--- src/rtl/gs_pkg.sv ---
// Shared control types for the GS front-end blocks.
package gs_pkg;

  typedef enum logic [4:0] {
    INITIAL  = 5'd0,
    FETCHING = 5'd1,
    PENDING  = 5'd2,
    HALTED   = 5'd3
  } pf_state_t;

endpackage

--- src/rtl/gs_fifo.sv ---
// Power-of-two circular FIFO with registered storage, combinational head and a
// synchronous flush that empties it in one cycle.
module gs_fifo #(
  parameter int DEPTH = 4,
  parameter int WIDTH = 8
) (
  input  logic                         clk_i,
  input  logic                         rst_i,
  input  logic                         push_i,
  input  logic [WIDTH-1:0]             wdata_i,
  input  logic                         pop_i,
  input  logic                         flush_i,
  output logic [WIDTH-1:0]             rdata_o,
  output logic [$clog2(DEPTH+1)-1:0]   count_o
);
  localparam int PW = $clog2(DEPTH);
  localparam int CW = $clog2(DEPTH + 1);

  logic [WIDTH-1:0] r_mem [DEPTH];
  logic [PW-1:0]    r_wr_ptr, r_rd_ptr;
  logic [CW-1:0]    r_count;

  always_ff @(posedge clk_i or posedge rst_i) begin
    if (rst_i) begin
      r_wr_ptr <= '0;
      r_rd_ptr <= '0;
      r_count  <= '0;
    end else if (flush_i) begin
      r_wr_ptr <= '0;
      r_rd_ptr <= '0;
      r_count  <= '0;
    end else begin
      if (push_i) r_wr_ptr <= r_wr_ptr + PW'(1);
      if (pop_i)  r_rd_ptr <= r_rd_ptr + PW'(1);
      case ({push_i, pop_i})
        2'b10:   r_count <= r_count + CW'(1);
        2'b01:   r_count <= r_count - CW'(1);
        default: r_count <= r_count;
      endcase
    end
  end

  // Storage is data only; it is never reset and only the pointers qualify it.
  always_ff @(posedge clk_i) begin
    if (push_i && !flush_i) r_mem[r_wr_ptr] <= wdata_i;
  end

  assign rdata_o = r_mem[r_rd_ptr];
  assign count_o = r_count;

endmodule

--- src/rtl/gs_prefetch_buf.sv ---
// Instruction prefetcher: one outstanding fetch at a time into a small FIFO,
// with redirect handling that discards a response already in flight.
module gs_prefetch_buf
  import gs_pkg::*;
#(
  parameter int                    DEPTH      = 4,
  parameter int                    ADDR_WIDTH = 32,
  parameter int                    DATA_WIDTH = 32,
  parameter logic [ADDR_WIDTH-1:0] BOOT_ADDR  = '0
) (
  input  logic                  clk_i,
  input  logic                  rst_i,
  output logic                  req_valid_o,
  input  logic                  req_ready_i,
  output logic [ADDR_WIDTH-1:0] req_addr_o,
  input  logic                  rsp_valid_i,
  input  logic [DATA_WIDTH-1:0] rsp_data_i,
  input  logic                  rsp_err_i,
  output logic                  instr_valid_o,
  input  logic                  instr_ready_i,
  output logic [DATA_WIDTH-1:0] instr_data_o,
  output logic [ADDR_WIDTH-1:0] instr_addr_o,
  output logic                  instr_err_o,
  input  logic                  flush_i,
  input  logic [ADDR_WIDTH-1:0] flush_addr_i,
  output pf_state_t             state_o
);
  localparam int CW = $clog2(DEPTH + 1);
  localparam int EW = ADDR_WIDTH + DATA_WIDTH + 1;
  localparam logic [CW-1:0] FULL_C = CW'(DEPTH);

  pf_state_t             r_state, w_state_nx;
  logic [ADDR_WIDTH-1:0] r_pc, w_pc_nx, r_req_pc;
  logic                  r_drop, w_drop_nx;
  logic                  w_push, w_pop, w_hs, w_nonempty;
  logic [CW-1:0]         w_count;
  logic [EW-1:0]         w_head;

  gs_fifo #(.DEPTH(DEPTH), .WIDTH(EW)) u_fifo (
    .clk_i   (clk_i),
    .rst_i   (rst_i),
    .push_i  (w_push),
    .wdata_i ({r_req_pc, rsp_data_i, rsp_err_i}),
    .pop_i   (w_pop),
    .flush_i (flush_i),
    .rdata_o (w_head),
    .count_o (w_count)
  );

  assign w_nonempty    = (w_count != '0);
  assign req_valid_o   = (r_state == FETCHING) && (w_count < FULL_C);
  assign req_addr_o    = r_pc;
  assign w_hs          = req_valid_o && req_ready_i;
  assign instr_valid_o = w_nonempty && !flush_i;
  assign w_pop         = instr_valid_o && instr_ready_i;
  assign instr_addr_o  = w_head[EW-1 -: ADDR_WIDTH];
  assign instr_data_o  = w_head[DATA_WIDTH:1];
  // Gated so stale, unreset storage never shows an error flag while empty.
  assign instr_err_o   = w_head[0] && w_nonempty;
  assign state_o       = r_state;

  always_comb begin
    w_state_nx = r_state;
    w_pc_nx    = r_pc;
    w_drop_nx  = r_drop;
    w_push     = 1'b0;
    if (flush_i) begin
      w_pc_nx = flush_addr_i;
      // A request that is (or is becoming) outstanding still owes one response.
      if ((r_state == FETCHING && w_hs) || (r_state == PENDING && !rsp_valid_i)) begin
        w_state_nx = PENDING;
        w_drop_nx  = 1'b1;
      end else begin
        w_state_nx = FETCHING;
        w_drop_nx  = 1'b0;
      end
    end else begin
      case (r_state)
        INITIAL:  w_state_nx = FETCHING;
        FETCHING: begin
          if (w_hs) begin
            w_state_nx = PENDING;
            w_pc_nx    = r_pc + ADDR_WIDTH'(4);
          end
        end
        PENDING: begin
          if (rsp_valid_i) begin
            w_state_nx = FETCHING;
            if (r_drop) begin
              w_drop_nx = 1'b0;
            end else begin
              w_push = 1'b1;
              if (rsp_err_i) w_state_nx = HALTED;
            end
          end
        end
        HALTED:   w_state_nx = HALTED;
        default:  w_state_nx = INITIAL;
      endcase
    end
  end

  always_ff @(posedge clk_i or posedge rst_i) begin
    if (rst_i) begin
      r_state <= INITIAL;
      r_pc    <= BOOT_ADDR;
      r_drop  <= 1'b0;
    end else begin
      r_state <= w_state_nx;
      r_pc    <= w_pc_nx;
      r_drop  <= w_drop_nx;
    end
  end

  always_ff @(posedge clk_i) begin
    if (w_hs) r_req_pc <= r_pc;
  end

endmodule
--- config.mk ---
export PLATFORM = sky130hd
export DESIGN_NAME = gs_prefetch_buf
export DESIGN_NICKNAME = d
export VERILOG_FILES = /design/src/rtl/gs_pkg.sv /design/src/rtl/gs_fifo.sv /design/src/rtl/gs_prefetch_buf.sv
export SDC_FILE = /design/constraint.sdc
export NUM_CORES = 1
export LEC_CHECK = 0
export BUFFER_PORTS_ARGS = -buffer_cell sky130_fd_sc_hd__buf_4
export CORE_MARGIN = 5
export CORE_UTILIZATION = 40
export DETAILED_ROUTE_END_ITERATION = 7
export GPL_ROUTABILITY_DRIVEN = 1
export HOLD_SLACK_MARGIN = 0.1
export PLACE_DENSITY = 0.59
export SLEW_MARGIN = 20
export SYNTH_ARGS = -nofsm -noshare
export SYNTH_HDL_FRONTEND = slang
export SYNTH_SLANG_ARGS = --single-unit
export TNS_END_PERCENT = 1
--- constraint.sdc ---
create_clock -name clk_i -period 3.3 [get_ports clk_i]
set_input_delay 0 -clock clk_i [delete_from_list [all_inputs] [get_ports clk_i]]
set_output_delay 0 -clock clk_i [all_outputs]
set_load 0.05 [all_outputs]
# Word level (Yosys, flattened, before mapping)
# Memories as Yosys holds them, arrays and structs flattened.
# Index checks and enable logic that the tools add are counted.
# classes
reduce_logical,23
mux,26
eq_ne,7
magnitude_cmp,1
addsub,5
# op_table
cell,n
$mux 32,3
$add 32x3->32 const B,1
$pmux 5 s4,1
$mux 5,3
$mux 2,7
$reduce_bool 2->1,6
$eq 5x2->1 const B,2
$mux 1,10
$logic_and 1x1->1,8
$ne 3x3->1 const B,2
$pmux 3 s2,1
$reduce_and 2->1,3
$reduce_bool 3->1,2
$eq 5x1->1 const B,1
$logic_not 5->1,1
$add 2x1->2 const B,2
$add 3x1->3 const B,1
$lt 3x3->1 const B,1
$mux 3,1
$sub 3x1->3 const B,1
$eq 2x1->1 const B,1
$eq 2x2->1 const B,1
$logic_not 1->1,2
$logic_or 1x1->1,1
# totals
elab_cells,70
register_bits,77
ramBits,260
out_inout_bits,104
mem_count,1
# mem_list
memory,depth,width,rd,rd_clocked_by_memory_dff,write_ports,line_no,text
u_fifo.r_mem,4,65,1,0,1,gs_fifo.sv:19,logic [WIDTH-1:0] r_mem [DEPTH];

# Depth between registers and ports, before layout
# Gate-level depths: netlist (run 1).
# logic_depth
depth_word,7
mapped_depth,7
mapped_depth_nobuf,6

# Hierarchy
# A second synthesis (run 1) with hierarchy kept.
# unflattened
cells_unflattened,636
hier_area_um2,12773.5
# modules_own_cells
mod,n_inst,area_per_inst_um2,cells_each,seq_area_each_um2
gs_fifo,1,9844.4,382,7982.7
gs_prefetch_buf,1,2929.1,254,1836.8

# Worst setup path after synthesis (run 1)
# Ideal clock, no wire load.
# synth_timing
path_kind,register -> register
from,reg r_state[1] (netlist: state_o[1])
to,mem u_fifo.r_mem[0][0] (netlist name) (enable)
arrival_ns,2.902
setup_time_ns,0.430
path_stages_with_launch,4
required_ns,2.870
path_buffers,1
path_slack_ns,-0.033
period_less_slack_ns,3.333
path_cell_list,dfrtp_1 > nor4bb_1 > clkbuf_1 > and3_1
# synth_via
elab_chain_cells,6
# synth_rtl
element,line_no,text
from (decl),gs_prefetch_buf.sv:32,"pf_state_t r_state, w_state_nx;"
from (signal assigned),gs_prefetch_buf.sv:109,r_state <= w_state_nx;
$eq 5x2->1,gs_prefetch_buf.sv:78,case (r_state)
$mux 1,gs_prefetch_buf.sv:78,
$mux 1,gs_prefetch_buf.sv:67,if (flush_i) begin
$logic_and 1x1->1,gs_fifo.sv:45,if (push_i && !flush_i) r_mem[r_wr_ptr] <= wdata_i;
$mux 1,gs_fifo.sv:45,
$mux 1 (not written as such),gs_fifo.sv:45,
to (decl),gs_fifo.sv:19,
# No other way between the ends.

# Worst setup path in the final report (run 1)
# layout_timing
from,reg r_state[1] (netlist: state_o[1])
to,reg r_pc[6] (netlist: req_addr_o[6])
# layout_via
elab_chain_cells,5
word_cells_on_any_way,6
classes_between,eq/ne (1); reduce/logical (5)
# layout_rtl
element,line_no,text
$eq 5x1->1 *,"gs_prefetch_buf.sv:51, gs_prefetch_buf.sv:78",
$logic_and 1x1->1,gs_prefetch_buf.sv:51,assign req_valid_o = (r_state == FETCHING) && (w_count < FULL_C);
$logic_and 1x1->1,gs_prefetch_buf.sv:53,assign w_hs = req_valid_o && req_ready_i;
$reduce_bool 2->1 (no source line),-,
$reduce_and 2->1 (no source line) *,-,
to (signal assigned),gs_prefetch_buf.sv:110,r_pc <= w_pc_nx;
to (decl),gs_prefetch_buf.sv:33,"logic [ADDR_WIDTH-1:0] r_pc, w_pc_nx, r_req_pc;"
# Every way passes the cells marked *; elsewhere a longest branch is shown, timed or not.
# A chain may end at the register's enable or synchronous reset.

==> flow_metrics.tcl, run 1 <==
set metrics [dict create \
    synth_ff_type "edfxtp_1" \
    grt_pass1_vias 7623 \
    reg2reg_from "state_o[1]" \
    status "complete, no violations" \
    fp-row-count 65 \
    p_sw_mw 3.771 \
    crit_type "reg -> reg" \
    synthCells 641 \
    crit_path_end_kind "flip-flop" \
    grt.total_usage_pct 15.55 \
    postCtsSetupBuffers 0 \
    final_nets 999 \
    synth_area_leaders "edfxtp_1, mux4_2, dfrtp_1" \
    vias 6940 \
    finalMaxSlewViolations 0 \
    intPower_mw 8.356 \
    final.setup.tns_ns 0 \
    finalCriticalPeriod_ns 2.445 \
    cts-root-buf "clkbuf_16" \
    drc_errors 0 \
    rr_endpoint "req_addr_o[6]" \
    cp-start-kind "flip-flop" \
    pwr-share-clk_pct 31.0 \
    htreeDepth 2 \
    rsz0062_at_grt "no" \
    ys_seq_area_share_pct 76.94 \
    finalHoldViolCount 0 \
    dpl.cell_count 1196 \
    syn_area_sq_um 12760 \
    ys_types 46 \
    clock-sinks 334 \
    finalCritPeriodShare_pct 74.08 \
    synth_largest_area_cell "edfxtp_1" \
    cp.required_ns 3.74 \
    ios 175 \
    power_frac_seq_pct 43.3 \
    synth_commonest_cells "edfxtp_1, mux4_2, dfrtp_1, nor2_1, a31oi_1" \
    die_area_sq_um 35580 \
    p_leak_nw 5.699 \
    async_flop_share_pct 12.57 \
    power.density_nw_per_um2 731.5 \
    start_util_pct 40.44 \
    fmaxAchievable_mhz 409.1 \
    viasPerCell 5.145 \
    path_max_fanout 41 \
    netlist.area_leader.share_pct 68.71 \
    clk_pin_slew_ns 0.06 \
    cts_max_path_buffers 3 \
    die_w_um 188.6 \
    avgRoutedWirePerCell_um 20.46 \
    globalRouteOverflowTotal 0 \
    syn_avg_cell_area_sq_um 19.91 \
    synth_edf_count 292 \
    reg2reg_depth 6 \
    clk_latency_ns 0.51 \
    drive_gt1_share_pct 33.37 \
    ys_warn_count 0 \
    cts_buffers 37 \
    ys_ff_latch 334 \
    wl_um 27600 \
    clock_skew_ns 0.01330 \
    max-cap-violations 0 \
    reg2reg_slack_ns 0.86 \
    drt-initial-drc-count 351 \
    finalInstanceArea_sq_um 16580 \
    core_area_sq_um 31560 \
    gp_congestion 0.7742 \
    grt_pass1_wl_um 43430 \
    setup_viol 0 \
    hpwl_um 16800 \
    worst_pin_slew_ns 0.7964 \
    n_antenna_cell 0 \
    syn2layout_area_growth_pct 29.90 \
    relSlewSlack_pct 46.91 \
    cts_tree "built" \
    antenna_found_initial 0 \
    comb_power_share_pct 25.7 \
    arrival_ns 2.89 \
    max-vdd-ir-drop_v 0.0006130 \
    grt_start_max_net_pins 54 \
    fp.dieH_um 188.6 \
    post-synth-top-count-cell "edfxtp_1" \
    instances_no_fill 1349 \
    dr.pass1.iters 4 \
    hp-class "in -> async" \
    placed_area_sq_um 14580 \
    postRouteAntennaNets 0 \
    power_mw 12.13 \
    filler_cell_count 2552 \
    swShare_pct 31.09 \
    port_buffers 171 \
]
cells in the final DEF (no fill, tap or decap), types with 6 or more instances in the layout:
cell type,instances
a31oi_1,21
buf_12,6
buf_4,180
clkbuf_1,8
clkbuf_16,37
clkinv_1,8
clkinv_2,7
dfrtp_1,40
dlygate4sd3_1,89
edfxtp_1,292
inv_1,9
mux4_2,65
nand2_1,16
nand3_1,9
nand4_1,11
nor2_1,31
nor3_1,6
o21ai_0,12
o31ai_1,19
or4_1,20
xnor2_1,6
sequential cells by signal, summed over array words and instances (netlist names):
| register | cells |
|---|---|
| req_addr_o | 32 |
| r_drop | 1 |
| r_req_pc | 32 |
| state_o | 2 |
| u_fifo.count_o | 3 |
| u_fifo.r_rd_ptr | 2 |
| u_fifo.r_wr_ptr | 2 |
| u_fifo.r_mem | 260 |
critical path: stages, from the launching register on:
cell and delay, ns:
dfrtp_1 0.44, and4bb_2 0.37, buf_4 0.52, nand4_1 0.20
xor2_1 0.17, o21ai_0 0.12, dlygate4sd3_1 0.56
how the worst max path moves through the flow:
stage	from	end	slack, ns	cells past startpoint
2_1_floorplan	state_o[1]	u_fifo.r_mem[1][0]	-0.03	3
3_3_place_gp	u_fifo.count_o[1]	u_fifo.count_o[2]	1.11	6
3_5_place_dp	u_fifo.count_o[2]	u_fifo.count_o[2]	1.04	6
4_1_cts	u_fifo.r_rd_ptr[0]	instr_addr_o[8]	0.83	3
5_1_grt	state_o[1]	req_addr_o[8]	0.67	6
6_report	state_o[1]	req_addr_o[6]	0.86	6
final cells by class:
cell class,instances,area (sq um),share of cell area (%)
sequential,334,9827,59.28
timing repair buffer,275,2362,14.25
clock inverter,19,146.4,0.8830
multi-input combinational,264,2745,16.56
tap,402,503.0,3.034
inverter,10,38.79,0.2340
clock buffer,45,955.9,5.766
per-layer routing:
metal / share of wire (%) / global-route usage, % / wire length (um)
met3: 5.0 / 3.149 / 1384
met4: 2.1 / 4.316 / 592
met2: 50 / 26.42 / 13810
met5: 0 / 0 / 0
met1: 43 / 20.58 / 11810
cells by family after synthesis:
logic type | synth area share [%]
buf+inv | 1.765
xor+xnor | 0.7549
compound gates | 2.941
other cells | 0.02938
fa+ha+maj | 0.6471
flops | 76.94
simple gates | 5.029
mux | 11.89
through the flow:
stage	setup slack (ns)	utilization, %	hold WS (ns)
finish	0.8554	52.54	0.1730
global route	0.6678	52.54	0.2344
CTS	0.8310	52.53	0.2202
detailed placement	1.041	46.22	0.2067
global placement	1.108	46.22	0.2052
floorplan	-0.03248	-	0.09298
power groups by stage:
| stage | registers (mW) | logic (mW) | clock network (mW) |
|---|---|---|---|
| 6_report | 5.25 | 3.11 | 3.76 |
| 2_1_floorplan | 5.38 | 2.06 | 0 |
| 3_3_place_gp | 5.33 | 3.06 | 0 |
| 4_1_cts | 5.26 | 3.17 | 3.87 |
| 3_5_place_dp | 5.35 | 3.06 | 0 |
| 5_1_grt | 5.30 | 3.29 | 4.06 |
timing repair:
action                    CTS  global route
resized for setup           0             0
hold endpoints to repair  217             0
hold buffers               89             0
Note: power is estimated with default switching activity, not from simulation.
==> run 2: changes to the inputs <==
--- a/config.mk
+++ b/config.mk
@@ -5,6 +5,7 @@
 export SDC_FILE = /design/constraint.sdc
 export NUM_CORES = 1
 export LEC_CHECK = 0
+export ABC_AREA = 1
 export BUFFER_PORTS_ARGS = -buffer_cell sky130_fd_sc_hd__buf_4
 export CORE_MARGIN = 5
 export CORE_UTILIZATION = 40
==> constraint.sdc (replaced) <==
create_clock -name clk_i -period 2.4 [get_ports clk_i]
set_input_delay 0 -clock clk_i [delete_from_list [all_inputs] [get_ports clk_i]]
set_output_delay 0 -clock clk_i [all_outputs]
set_load 0.05 [all_outputs]
==> flow_metrics.tcl, run 2 <==
set metrics [dict create \
    crit_type "reg -> reg" \
    layout_common_cells "edfxtp_1, nand2_1, buf_4" \
    drive_gt1_share_pct 20.25 \
    post-synth-top-count-cell "edfxtp_1" \
    grt.total_usage_pct 17.00 \
    path_max_fanout 6 \
    finalCritPeriodShare_pct 92.05 \
    cts_tree "built" \
    port_buffers 171 \
    clk_latency_ns 0.51 \
    clk_pin_slew_ns 0.06 \
    final_nets 1481 \
    max-cap-violations 0 \
    synth-xor-area-share_pct 0.7748 \
    ys_types 33 \
    synth_ff_type "edfxtp_1" \
    gp_congestion 0.8371 \
    rsz0062_at_grt "no" \
    avgRoutedWirePerCell_um 17.62 \
    wl_um 33050 \
    finalCriticalPeriod_ns 2.209 \
    finalMaxSlewViolations 0 \
    ios 175 \
    crit_path_end_kind "flip-flop" \
    synth_commonest_cells "edfxtp_1, nand2_1, nor2_1, o21ai_0, inv_1" \
    viasPerCell 4.974 \
    mostFrequentLayoutCell "edfxtp_1" \
    p_leak_nw 6.595 \
    worst_pin_slew_ns 0.7300 \
    postRouteAntennaNets 0 \
    setup_viol 0 \
    drt-initial-drc-count 613 \
    syn_avg_cell_area_sq_um 11.94 \
    cts_max_path_buffers 3 \
    ys_ff_latch 334 \
    async_flop_share_pct 12.57 \
    cp_slowest_stage_delay_ns 0.59 \
    synth_edf_count 292 \
    hpwl_um 20700 \
    start_util_pct 40.46 \
    crit_chain "nor2_1 > nand2_1 > nand3_2 > dlygate4sd3_1 > o21ai_1 > dlygate4sd3_1 > inv_1" \
    post-route-util_pct 52.37 \
    holdWs_ns 0.2394 \
    regMostFlops "u_fifo.r_mem" \
    status "complete, no violations" \
    holdPathStages 2 \
    htreeDepth 2 \
    critPathLaunch "u_fifo.count_o[2]" \
    globalRouteOverflowTotal 0 \
    die_w_um 194.2 \
    hp-class "in -> reg" \
    relSlewSlack_pct 51.28 \
    path_buf_inv 3 \
    fp-row-count 67 \
    clock_skew_ns 0.01285 \
    grt_pass1_wl_um 51720 \
    reg2reg_slack_ns 0.19 \
    cts_buffers 36 \
    cpMostUsedCell "dlygate4sd3_1" \
    vias 9327 \
    synth-simple-area-share_pct 13.08 \
    synth_area_leaders "edfxtp_1, dfrtp_1, o21ai_0" \
    synth_compound_area_share_pct 9.371 \
    clock-sinks 334 \
    synth_largest_area_cell "edfxtp_1" \
    syn_area_sq_um 13570 \
    reg2reg_from "u_fifo.count_o[2]" \
    max-vdd-ir-drop_v 0.0004954 \
    synthCells 1136 \
    min-delay-start "rsp_data_i[1]" \
    antenna_found_initial 0 \
    core_area_sq_um 33530 \
    synth_top_family_by_area "simple AND/OR/NAND/NOR gates" \
    synthAdderAreaFrac_pct 0.6087 \
    arrival_ns 2.61 \
    whs_endpoint "u_fifo.r_mem[0][2]" \
    power.density_nw_per_um2 1059 \
    dr.pass1.iters 5 \
    cp.required_ns 2.80 \
    die_area_sq_um 37700 \
    grt_pass1_vias 9306 \
    n_antenna_cell 0 \
    largest_reg_flops 260 \
    grt_start_max_net_pins 131 \
    netlist.area_leader.share_pct 64.64 \
    syn2layout_area_growth_pct 29.44 \
    ys_warn_count 0 \
    cp_slowest_cell "dlygate4sd3_1" \
    cts-root-buf "clkbuf_16" \
    critical-path-top-delay-family "buffers and inverters" \
    rr_endpoint "u_fifo.r_rd_ptr[0]" \
    ys_seq_area_share_pct 72.39 \
    fp.dieH_um 194.2 \
    yosys-mux-area-fraction_pct 0 \
    finalHoldViolCount 0 \
    drc_errors 0 \
    fmaxAchievable_mhz 452.6 \
    cp-start-kind "flip-flop" \
    reg2reg_depth 7 \
    power_mw 18.60 \
]
[run 2: cell types whose count changed after synthesis, moves of 13 or more]
| cell | change |
|---|---|
| o31ai_1 | -19 |
| or4_1 | -20 |
| nand3_1 | +17 |
| nor2_1 | +150 |
| clkbuf_1 | +13 |
| mux4_2 | -65 |
| a31oi_1 | -20 |
| o22ai_1 | +64 |
| inv_1 | +56 |
| o21ai_0 | +139 |
| nand2_1 | +175 |
[run 2: layout make-up]
cell class                 count  area [sq um]
multi-input combinational    682          3291
clock buffer                  43         948.4
tap                          448         560.5
sequential                   334          9827
fill                        2946         15970
inverter                      68         260.3
timing repair buffer         282          2504
clock inverter                18         168.9
[run 2: report_power, final]
part	internal [mW]	leakage [nW]	switching, mW
Sequential	6.96	3.15	0.513
Combinational	1.70	2.89	4.17
Clock	3.14	0.550	2.13
[run 2: timing repair]
| action | in CTS | in global routing |
|---|---|---|
| hold endpoints to repair | 216 | 0 |
| buffers inserted | 0 | 0 |
| gates resized for setup | 0 | 1 |
| endpoints found under the setup margin | 0 | 5 |
| hold buffers | 88 | 0 |
[run 2: logic make-up (layout without fill, tap and decap cells)]
logic type,count (synthesis),in the layout
adders and majority gates,6,6
buffers and inverters,122,411
and+or+nand+nor,429,429
other,1,3
DFF,334,334
AOI/OAI and AO/OA,232,232
xor gates and xnor gates,12,12
[run 2: worst max path at each step]
stage,slack (ns),endpoint,depth (start not counted)
finish,0.19,u_fifo.r_rd_ptr[0],7
floorplan,-0.02,u_fifo.r_mem[0][0],6
CTS,0.05,instr_addr_o[22],4
global placement,0.43,u_fifo.r_mem[0][38],6
global route,0.03,u_fifo.r_rd_ptr[0],7
detailed placement,0.39,u_fifo.r_mem[0][31],6
[run 2: per-stage QoR]
stage | area (sq um) | TNS [ns] | cells | setup slack (ns)
2_1_floorplan | 13620 | -2.100 | 1138 | -0.02421
3_3_place_gp | 15560 | 0 | 1726 | 0.4264
3_5_place_dp | 15560 | 0 | 1726 | 0.3901
4_1_cts | 17560 | 0 | 1875 | 0.05008
5_1_grt | 17560 | 0 | 1875 | 0.03198
6_report | 17560 | 0 | 1875 | 0.1907
[run 2: routing by layer]
metal	wire length (um)	global-route usage, %	share of wire [%]
met1	14710	23.73	45
met2	15930	27.98	48
met3	1749	3.093	5.3
met4	646	4.010	2.0
met5	0	0	0
